<file path="src/rtl/axi_multi_perf_monitor.sv">
// ---------------------------------------------------------------------------
// axi_multi_perf_monitor
//   Passive read-performance tap for NUM_CH independent AXI read channels.
//   For each channel it counts R beats and completed transactions and
//   measures AR-to-last-R latency (sum/min/max) over a programmable window.
//   All results are read back through one registered, muxed 32-bit port.
//
//   Optional feature macro: AXI_PERF_HIST_EN adds a per-channel 8-bin latency
//   histogram (fields 8-15). Without it, those fields read 0.
//
// Ports
//   i_clk, i_reset_n         clock, asynchronous active-low reset
//   i_start/i_stop/i_clear   measurement control (clear > start > stop/expiry)
//   i_window_cycles          window length in cycles, 0 = unlimited
//   i_arvalid..i_rlast       per-channel AR/R handshake taps
//   i_rd_sel, i_rd_field     readout channel and field select
//   o_rd_data                selected field, one cycle after the select
//   o_running                high while measuring
//   o_window_done            high in the final cycle of an expiring window
//   o_overflow               sticky per channel: AR seen with timestamp FIFO full
// ---------------------------------------------------------------------------
module axi_multi_perf_monitor #(
  parameter int NUM_CH          = 4,
  parameter int CNT_W           = 32,
  parameter int TS_W            = 16,
  parameter int MAX_OUTSTANDING = 16,
  parameter int WINDOW_W        = 24,
  parameter int CLOCK_FREQ      = 500,
  parameter int DATA_WIDTH      = 32
) (
  input  logic                                        i_clk,
  input  logic                                        i_reset_n,
  input  logic                                        i_start,
  input  logic                                        i_stop,
  input  logic                                        i_clear,
  input  logic [WINDOW_W-1:0]                         i_window_cycles,
  input  logic [NUM_CH-1:0]                           i_arvalid,
  input  logic [NUM_CH-1:0]                           i_arready,
  input  logic [NUM_CH-1:0]                           i_rvalid,
  input  logic [NUM_CH-1:0]                           i_rready,
  input  logic [NUM_CH-1:0]                           i_rlast,
  input  logic [((NUM_CH > 1) ? $clog2(NUM_CH) : 1)-1:0] i_rd_sel,
  input  logic [3:0]                                  i_rd_field,
  output logic [31:0]                                 o_rd_data,
  output logic                                        o_running,
  output logic                                        o_window_done,
  output logic [NUM_CH-1:0]                           o_overflow
);

  localparam int SEL_W = (NUM_CH > 1) ? $clog2(NUM_CH) : 1;
  localparam int PTR_W = $clog2(MAX_OUTSTANDING);   // MAX_OUTSTANDING >= 2
  localparam int OCC_W = PTR_W + 1;
  localparam int CMP_W = (CNT_W > WINDOW_W) ? CNT_W : WINDOW_W;

  typedef enum logic [1:0] {ST_IDLE, ST_RUN, ST_HOLD} state_t;

  state_t              state;
  logic [TS_W-1:0]     ts;
  logic [CNT_W-1:0]    elapsed;

  logic [PTR_W-1:0]    wr_ptr   [NUM_CH];
  logic [PTR_W-1:0]    rd_ptr   [NUM_CH];
  logic [OCC_W-1:0]    occ      [NUM_CH];
  logic [TS_W-1:0]     fifo_mem [NUM_CH][MAX_OUTSTANDING];

  logic [CNT_W-1:0]    beats    [NUM_CH];
  logic [CNT_W-1:0]    txns     [NUM_CH];
  logic [CNT_W-1:0]    lat_sum  [NUM_CH];
  logic [TS_W-1:0]     lat_min  [NUM_CH];
  logic [TS_W-1:0]     lat_max  [NUM_CH];

  logic [NUM_CH-1:0]   push, pop, beat, ovf_set;
  logic [TS_W-1:0]     lat      [NUM_CH];
  logic                run_act, restart, win_hit;
  logic [31:0]         rd_mux;

  function automatic logic [CNT_W-1:0] sat_inc(input logic [CNT_W-1:0] v);
    return (&v) ? v : v + CNT_W'(1);
  endfunction

  function automatic logic [CNT_W-1:0] sat_add(input logic [CNT_W-1:0] a,
                                               input logic [TS_W-1:0]  b);
    logic [CNT_W:0] s;
    s = {1'b0, a} + (CNT_W+1)'(b);
    return s[CNT_W] ? '1 : s[CNT_W-1:0];
  endfunction

  // Restart covers both clear (-> IDLE) and start from outside RUN (-> RUN);
  // either way statistics, FIFOs, timestamp and overflow start from zero.
  assign restart = i_clear || (i_start && (state != ST_RUN));
  assign run_act = (state == ST_RUN) && !i_clear;

  // Compare elapsed+1 against the window in a widened domain so neither
  // operand truncates and saturated elapsed cannot wrap into a false hit.
  assign win_hit = (i_window_cycles != '0) &&
                   ((CMP_W+1)'(elapsed) + (CMP_W+1)'(1) == (CMP_W+1)'(i_window_cycles));

  // The pulse marks the last RUN cycle itself, so it precedes o_running
  // falling by exactly one cycle.
  assign o_window_done = run_act && win_hit;

  always_comb begin
    // NOTE: every always_comb output gets a default first so no path can infer a latch.
    push    = '0;
    pop     = '0;
    beat    = '0;
    ovf_set = '0;
    for (int c = 0; c < NUM_CH; c++) begin
      lat[c]     = ts - fifo_mem[c][rd_ptr[c]];   // modular, aliases past 2^TS_W
      push[c]    = run_act && i_arvalid[c] && i_arready[c] && (occ[c] != OCC_W'(MAX_OUTSTANDING));
      ovf_set[c] = run_act && i_arvalid[c] && i_arready[c] && (occ[c] == OCC_W'(MAX_OUTSTANDING));
      beat[c]    = run_act && i_rvalid[c] && i_rready[c];
      pop[c]     = beat[c] && i_rlast[c] && (occ[c] != '0);
    end
  end

  always_ff @(posedge i_clk or negedge i_reset_n) begin
    // NOTE: sequential state uses non-blocking assignments only, so every flop samples pre-edge values.
    if (!i_reset_n) begin
      state      <= ST_IDLE;
      o_running  <= 1'b0;
      ts         <= '0;
      elapsed    <= '0;
      o_overflow <= '0;
      for (int c = 0; c < NUM_CH; c++) begin
        wr_ptr[c]  <= '0;
        rd_ptr[c]  <= '0;
        occ[c]     <= '0;
        beats[c]   <= '0;
        txns[c]    <= '0;
        lat_sum[c] <= '0;
        lat_min[c] <= '1;
        lat_max[c] <= '0;
      end
    end else if (restart) begin
      state      <= i_clear ? ST_IDLE : ST_RUN;
      o_running  <= !i_clear;
      ts         <= '0;
      elapsed    <= '0;
      o_overflow <= '0;
      for (int c = 0; c < NUM_CH; c++) begin
        wr_ptr[c]  <= '0;
        rd_ptr[c]  <= '0;
        occ[c]     <= '0;
        beats[c]   <= '0;
        txns[c]    <= '0;
        lat_sum[c] <= '0;
        lat_min[c] <= '1;
        lat_max[c] <= '0;
      end
    end else if (state == ST_RUN) begin
      ts      <= ts + TS_W'(1);
      elapsed <= sat_inc(elapsed);
      if (i_stop || win_hit) begin
        state     <= ST_HOLD;
        o_running <= 1'b0;
      end
      for (int c = 0; c < NUM_CH; c++) begin
        if (push[c]) wr_ptr[c] <= wr_ptr[c] + PTR_W'(1);
        if (pop[c])  rd_ptr[c] <= rd_ptr[c] + PTR_W'(1);
        occ[c] <= occ[c] + OCC_W'(push[c]) - OCC_W'(pop[c]);
        if (ovf_set[c]) o_overflow[c] <= 1'b1;
        if (beat[c])    beats[c]      <= sat_inc(beats[c]);
        if (pop[c]) begin
          txns[c]    <= sat_inc(txns[c]);
          lat_sum[c] <= sat_add(lat_sum[c], lat[c]);
          if (lat[c] < lat_min[c]) lat_min[c] <= lat[c];
          if (lat[c] > lat_max[c]) lat_max[c] <= lat[c];
        end
      end
    end
  end

  // NOTE: timestamp storage has no reset; pointers and occupancy alone define which entries are valid.
  always_ff @(posedge i_clk) begin
    for (int c = 0; c < NUM_CH; c++)
      if (push[c]) fifo_mem[c][wr_ptr[c]] <= ts;
  end

`ifdef AXI_PERF_HIST_EN
  logic [15:0] hist [NUM_CH][8];

  function automatic logic [2:0] hist_bin(input logic [TS_W-1:0] l);
    logic [31:0] lz;
    lz = 32'(l);
    if      (lz < 32'd8)   return 3'd0;
    else if (lz < 32'd16)  return 3'd1;
    else if (lz < 32'd32)  return 3'd2;
    else if (lz < 32'd64)  return 3'd3;
    else if (lz < 32'd128) return 3'd4;
    else if (lz < 32'd256) return 3'd5;
    else if (lz < 32'd512) return 3'd6;
    else                   return 3'd7;
  endfunction

  always_ff @(posedge i_clk or negedge i_reset_n) begin
    if (!i_reset_n || restart) begin
      for (int c = 0; c < NUM_CH; c++)
        for (int b = 0; b < 8; b++) hist[c][b] <= '0;
    end else begin
      for (int c = 0; c < NUM_CH; c++)
        if (pop[c] && !(&hist[c][hist_bin(lat[c])]))
          hist[c][hist_bin(lat[c])] <= hist[c][hist_bin(lat[c])] + 16'd1;
    end
  end
`endif

  always_comb begin
    rd_mux = '0;
    for (int c = 0; c < NUM_CH; c++) begin
      if (i_rd_sel == SEL_W'(c)) begin
        case (i_rd_field)
          4'd0:    rd_mux = 32'(beats[c]);
          4'd1:    rd_mux = 32'(txns[c]);
          4'd2:    rd_mux = 32'(lat_sum[c]);
          4'd3:    rd_mux = 32'(lat_min[c]);
          4'd4:    rd_mux = 32'(lat_max[c]);
          4'd5:    rd_mux = 32'(elapsed);
          4'd6:    rd_mux = {16'(occ[c]), 15'b0, o_overflow[c]};
          4'd7:    rd_mux = {4'h1, 12'(CLOCK_FREQ), 16'(DATA_WIDTH)};
`ifdef AXI_PERF_HIST_EN
          default: rd_mux = 32'(hist[c][i_rd_field[2:0]]);
`else
          default: rd_mux = '0;
`endif
        endcase
      end
    end
  end

  always_ff @(posedge i_clk or negedge i_reset_n) begin
    if (!i_reset_n) o_rd_data <= '0;
    else            o_rd_data <= rd_mux;
  end

endmodule

</file>
<file path="config.mk">
export PLATFORM = sky130hd
export DESIGN_NAME = axi_multi_perf_monitor
export DESIGN_NICKNAME = d
export VERILOG_FILES = /design/src/rtl/axi_multi_perf_monitor.sv
export SDC_FILE = /design/constraint.sdc
export NUM_CORES = 2
export LEC_CHECK = 0
export CORE_MARGIN = 1.5
export CORE_UTILIZATION = 46
export DETAILED_ROUTE_END_ITERATION = 8
export PLACE_DENSITY = 0.73
export SLEW_MARGIN = 20
export SYNTH_ARGS = -nofsm -noshare
export SYNTH_HDL_FRONTEND = slang
export SYNTH_SLANG_ARGS = --single-unit
</file>
<file path="constraint.sdc">
create_clock -name i_clk -period 12 [get_ports i_clk]
set_clock_uncertainty 0.1 [all_clocks]
set_input_delay 2.4 -clock i_clk [delete_from_list [all_inputs] [get_ports i_clk]]
set_output_delay 2.4 -clock i_clk [all_outputs]
set_load 0.05 [all_outputs]
</file>
Word-level counts from Yosys, hierarchy flattened
Memory sizes are Yosys's and may differ from the RTL's.
Index checks and enable logic that the tools add are counted.
{"block": "op_classes", "addsub": 35, "order_cmp": 20, "n_eq_ne": 30, "muxes": 118, "bitwise": 8, "n_reduce_logical": 115}
{"op": "two-way mux 256 bit", "count": 4}
{"op": "case mux 32 bit (8 select lines)", "count": 4}
{"op": "two-way mux 32 bit", "count": 31}
{"op": "two-way mux 128 bit", "count": 6}
{"op": "two-way mux 16 bit", "count": 34}
{"op": "adder 32 x 1 -> 32 bit (second input constant)", "count": 9}
{"op": "AND reduction 32 bit", "count": 9}
{"op": "binary-select mux 16 bit (select 4 bit)", "count": 4}
{"op": "demux 16 bit (select 4 bit)", "count": 4}
{"op": "two-way mux 64 bit", "count": 4}
{"op": "adder 32 x 16 -> 33 bit", "count": 4}
{"op": "greater-than comparator 16 bit", "count": 4}
{"op": "< comparator 16 bit", "count": 4}
{"op": "subtractor 16 bit", "count": 4}
{"op": "nonzero test 2 bit", "count": 26}
{"op": "AND reduction 3 bit", "count": 16}
{"op": ">= comparator 5 bit (second input constant)", "count": 8}
{"op": "logical AND 1 bit", "count": 40}
{"op": "two-way mux 20 bit", "count": 2}
{"op": "two-way mux 4 bit", "count": 10}
{"op": "inverter 4 -> 5 bit", "count": 8}
{"op": "adder 32 x 1 -> 33 bit (second input constant)", "count": 1}
{"op": "equality test 33 x 24 -> 1 bit", "count": 1}
{"op": "adder 4 x 1 -> 4 bit (second input constant)", "count": 8}
{"op": "other kinds (22)", "count": 81}
{"block": "word_totals", "regBits": 651, "ram_bits": 1024, "input_bits": 55, "out_inout_bits": 38, "wordCells": 368, "memories": 1}
{"memory": "fifo_mem", "depth": 4, "width": 256, "read_ports": 4, "rd_clocked_by_memory_dff": 0, "wr": 4, "line": "64", "text": "logic [TS_W-1:0] fifo_mem [NUM_CH][MAX_OUTSTANDING];"}

Longest topological paths before layout
{"block": "depth", "depth_word": 10, "ltp_mapped": 26, "depth_no_buf": 22}

Worst setup path before layout
No wires, ideal clock.
{"block": "synth_timing", "path_kind": "input to output", "from": "input port i_window_cycles[6]", "to": "output port o_window_done", "t_arrival_ns": 6.135, "required_time_ns": 9.500, "setup_slack_ns": 3.365, "path_stages": 7, "path_buffers": 0, "path_cell_list": "xor2_1 or4_1 a2111oi_0 nand3_1 or4_1 or4_1 nor4b_1"}
{"block": "synth_via", "elab_chain_len": 3, "word_cells_on_any_way": 4, "cone_classes": "eq/ne (1); reduce/logical (3)"}
{"item": "start: declaration", "line": "36", "text": "input logic [WINDOW_W-1:0] i_window_cycles,"}
{"item": "equality test 33 x 24 -> 1 bit or nonzero test 24 bit (tied branches)", "line": "96, 95"}
{"item": "logical AND 1 bit (*)", "line": "95", "text": "assign win_hit = (i_window_cycles != '0) &&"}
{"item": "logical AND 1 bit (*)", "line": "100", "text": "assign o_window_done = run_act && win_hit;"}
{"item": "end: declaration", "line": "46", "text": "output logic o_window_done,"}
Mark *: on every way between the ends. The rest lies on a longest branch, timed or not.

Worst setup path in the final report
Ends and elaborated chain as after synthesis.

==> impl_metrics.toml <==
[status]
status = "finished, violations left"
violations = "DRC"

[min_path]
worstHoldPathType = "register to register"

[route]
antenna_left = 0
wl_met2_um = 106000
met1Wirelength_um = 94500
dr_wl_met3_um = 19900
vias_per_cell = 6.29
drc_errors = 14
drt-total-wl_um = 231000
firstDrtPassIters = 9
detail_route.wl_per_cell_um = 25.2
dr_total_vias = 57600
drt-initial-drc-count = 7589
top_layer = "met5"

[power_and_ir_drop]
clock_power_share_pct = 45.2
p_leak_nw = 34.3
cellInternalPower_mw = 9.24
irDropWorstVdd_mv = 0.111
p_seq_share_pct = 51.1
comb_power_share_pct = 3.7
switchingPower_mw = 2.70
p_per_area_nw_per_um2 = 129
p_sw_share_pct = 22.6

[critical_path]
cp.required_ps = 9500
cp_num_buf_inv = 2
critical_path_arrival_ps = 6510
cp_max_fo = 3
cp_cell_sequence = "clkdlybuf4s50_1 > xor2_1 > or4_1 > a2111oi_0 > nand3_1 > or4_1 > or4_1 > nor4b_1 > clkdlybuf4s50_1"
worst_setup_path_end_kind = "output port"
worst-r2r-setup-slack_ps = 4400
start_kind = "input pin"
cpMaxStageDelayCell = "clkdlybuf4s50_1"
crit_family = "simple AND/OR/NAND/NOR gates"
path_class = "input pin to output port"
path_common_cell = "or4_1"
max_stage_delay_ps = 880

[cts]
clk_pin_slew_worst_paths_ps = 60
cts_buffers = 172
cts_root_buffer = "clkbuf_16"
htree_levels = 4
cts.repair.resized = 0
post-cts-setup-buffers = 0
clkSinkCount = 1674
clk_path_buf_depth = 3
cts_tree = "yes"
hold_buffers = 0
clkLatencyLatePin_ps = 850

[timing]
setup_tns_ps = 0
timing.final.max_slew_violations = 0
period_share_pct = 75.1
relSlewSlack_pct = 21.6
grt_setup_unrepaired = "false"
hold_viol = 0
max_freq_mhz = 111
tightest_slew_ps = 1170
holdWs_ps = 408
min_period_ps = 9010
fin_ws_ps = 2990
finalSetupViolCount = 0

[cells_and_area]
fin_nets = 7029
multi_input_area_um2 = 33400
regArea_um2 = 47100
fillCellCount = 14600
area_growth_pct = 11.8
design_area_um2 = 92500
drive_gt1_share_pct = 13.1
finish.utilization_pct = 51.8

[logic_synthesis]
synth-main-ff-cell = "edfxtp_1"
syn-cell-area_um2 = 82800
synthCells = 6581
synthTopCellsByCount = "edfxtp_1 (1,024), nor2_1 (602), dfrtp_1 (586), nand2_1 (383), inv_1 (346)"
async_reset_ff_share_pct = 38.8
synth_most_common_cell = "edfxtp_1"
yosys.area.top_type = "edfxtp_1"
synth-seq-area-share_pct = 56.9
yosys_warnings = 0
synth.net_count = 6957
synth_top_area_share_pct = 37.2
synthDistinctLibCells = 98
syn_avg_cell_area_um2 = 12.6
synth_edf_count = 1024
ys_ff_latch = 1674
synth_area_leaders = "edfxtp_1 (37%), dfrtp_1 (18%), mux4_2 (8.7%)"

[place]
place.gp.congestion = 0.941
pre_cts_ws_ps = 3000
placed_area_um2 = 86800
dpl.hpwl_um = 148000
io_buffers = 92

[floorplanning]
dieArea_um2 = 182000
dieHeight_um = 427
die_w_um = 427
ios = 93
rows = 155
core_um2 = 179000
start_util_pct = 46.3

[global_route]
grt_antenna_before_repair = 3
grt_use_total_pct = 25.1
grt_pass1_wl_um = 349000
grt_pass1_vias = 55700
grt_max_degree = 162
grt_overflow = 0

[job]
maxCapViolCount = 0
cell type report:
type | count | share of cell area, %
antenna | 1 | 0.00271
clock buffer | 240 | 5.07
clock inverter | 79 | 1.06
inverter | 348 | 1.41
multi-input combinational | 4221 | 36.1
sequential | 1674 | 51.0
tap | 2355 | 3.19
timing repair buffer | 236 | 2.24
per-layer routing:
metal	track usage, %	vias up
met5	0	-
met4	10.1	2
met3	3.68	453
met2	39.2	2822
met1	35.2	29200
li1	-	25100
registers in the layout (all words and copies together), names as in the netlist:
| signal | cells |
|---|---|
| ts | 16 |
| o_overflow | 4 |
| txns | 128 |
| lat_min | 64 |
| lat_sum | 128 |
| wr_ptr | 16 |
| rd_ptr | 16 |
| state | 2 |
| fifo_mem | 1024 |
| o_rd_data | 32 |
| lat_max | 64 |
| beats | 128 |
| elapsed | 32 |
| occ | 20 |
metrics by stage:
stage | total power, mW | instances
after floorplan | 6.45 | 6581
after global placement | 6.64 | 8834
after detailed placement | 6.65 | 8834
after CTS | 12.0 | 9153
after global routing | 12.2 | 9153
final | 11.9 | 9154
worst reg2reg max path: stages, from the launching register on:
cell and delay (ps):
dfrtp_4 890, buf_4 700, mux4_2 650, mux4_2 510, inv_1 80, ha_1 280, a21oi_1 280, o2111ai_1 170
a21oi_1 280, o21ai_0 190, o21ai_0 190, nand2b_1 90, xnor2_1 390, inv_1 200, ha_1 440, o21a_1 150
o21ai_0 80, a21oi_1 360, nand4_1 320, a2111o_1 630, o21ai_0 150, a21oi_1 90, a311oi_1 280
logic make-up after synthesis:
family / share of synthesized area [%]
and+or+nand+nor: 10.9
xor gates and xnor gates: 4.08
AOI/OAI and AO/OA: 10.1
muxes: 9.95
DFF: 56.9
adders and majority gates: 4.96
buffers and inverters: 3.14
cells in the final DEF, fill, tap and decap left out, types with 56 or more instances in the layout:
cell	instances
nor2_1	600
buf_4	138
clkdlybuf4s50_1	89
xor2_1	209
o21ai_0	229
clkbuf_1	56
nand2_1	383
and3_1	90
xnor2_1	177
a22oi_1	65
dfrtp_1	561
a21oi_1	317
a31oi_1	112
a222oi_1	116
edfxtp_1	1024
clkbuf_16	173
mux4_2	320
mux2i_1	79
dfstp_2	64
nor3_1	102
inv_1	346
ha_1	309
nand4_1	112
nand3_1	236
a21o_1	60
path summary, 6_finish.rpt:
check                              startpoint       endpoint  depth (start not counted)
setup / recovery           i_window_cycles[6]  o_window_done                          9
hold / removal                    lat_min[53]    lat_min[53]                          2
setup reg to reg                    rd_ptr[0]    lat_sum[25]                         22
hold reg to reg                   lat_min[53]    lat_min[53]                          2
max in group asynchronous           i_reset_n      rd_ptr[4]                          3
min in group asynchronous           i_reset_n       txns[29]                          1
power groups by stage:
stage / clock, mW / combinational (mW) / sequential (mW)
3_3_place_gp: 0 / 0.425 / 6.22
6_report: 5.40 / 0.439 / 6.10
5_1_grt: 5.66 / 0.468 / 6.10
3_5_place_dp: 0 / 0.431 / 6.22
4_1_cts: 5.45 / 0.434 / 6.10
2_1_floorplan: 0 / 0.211 / 6.23
Power figures use the tool's default switching activity.
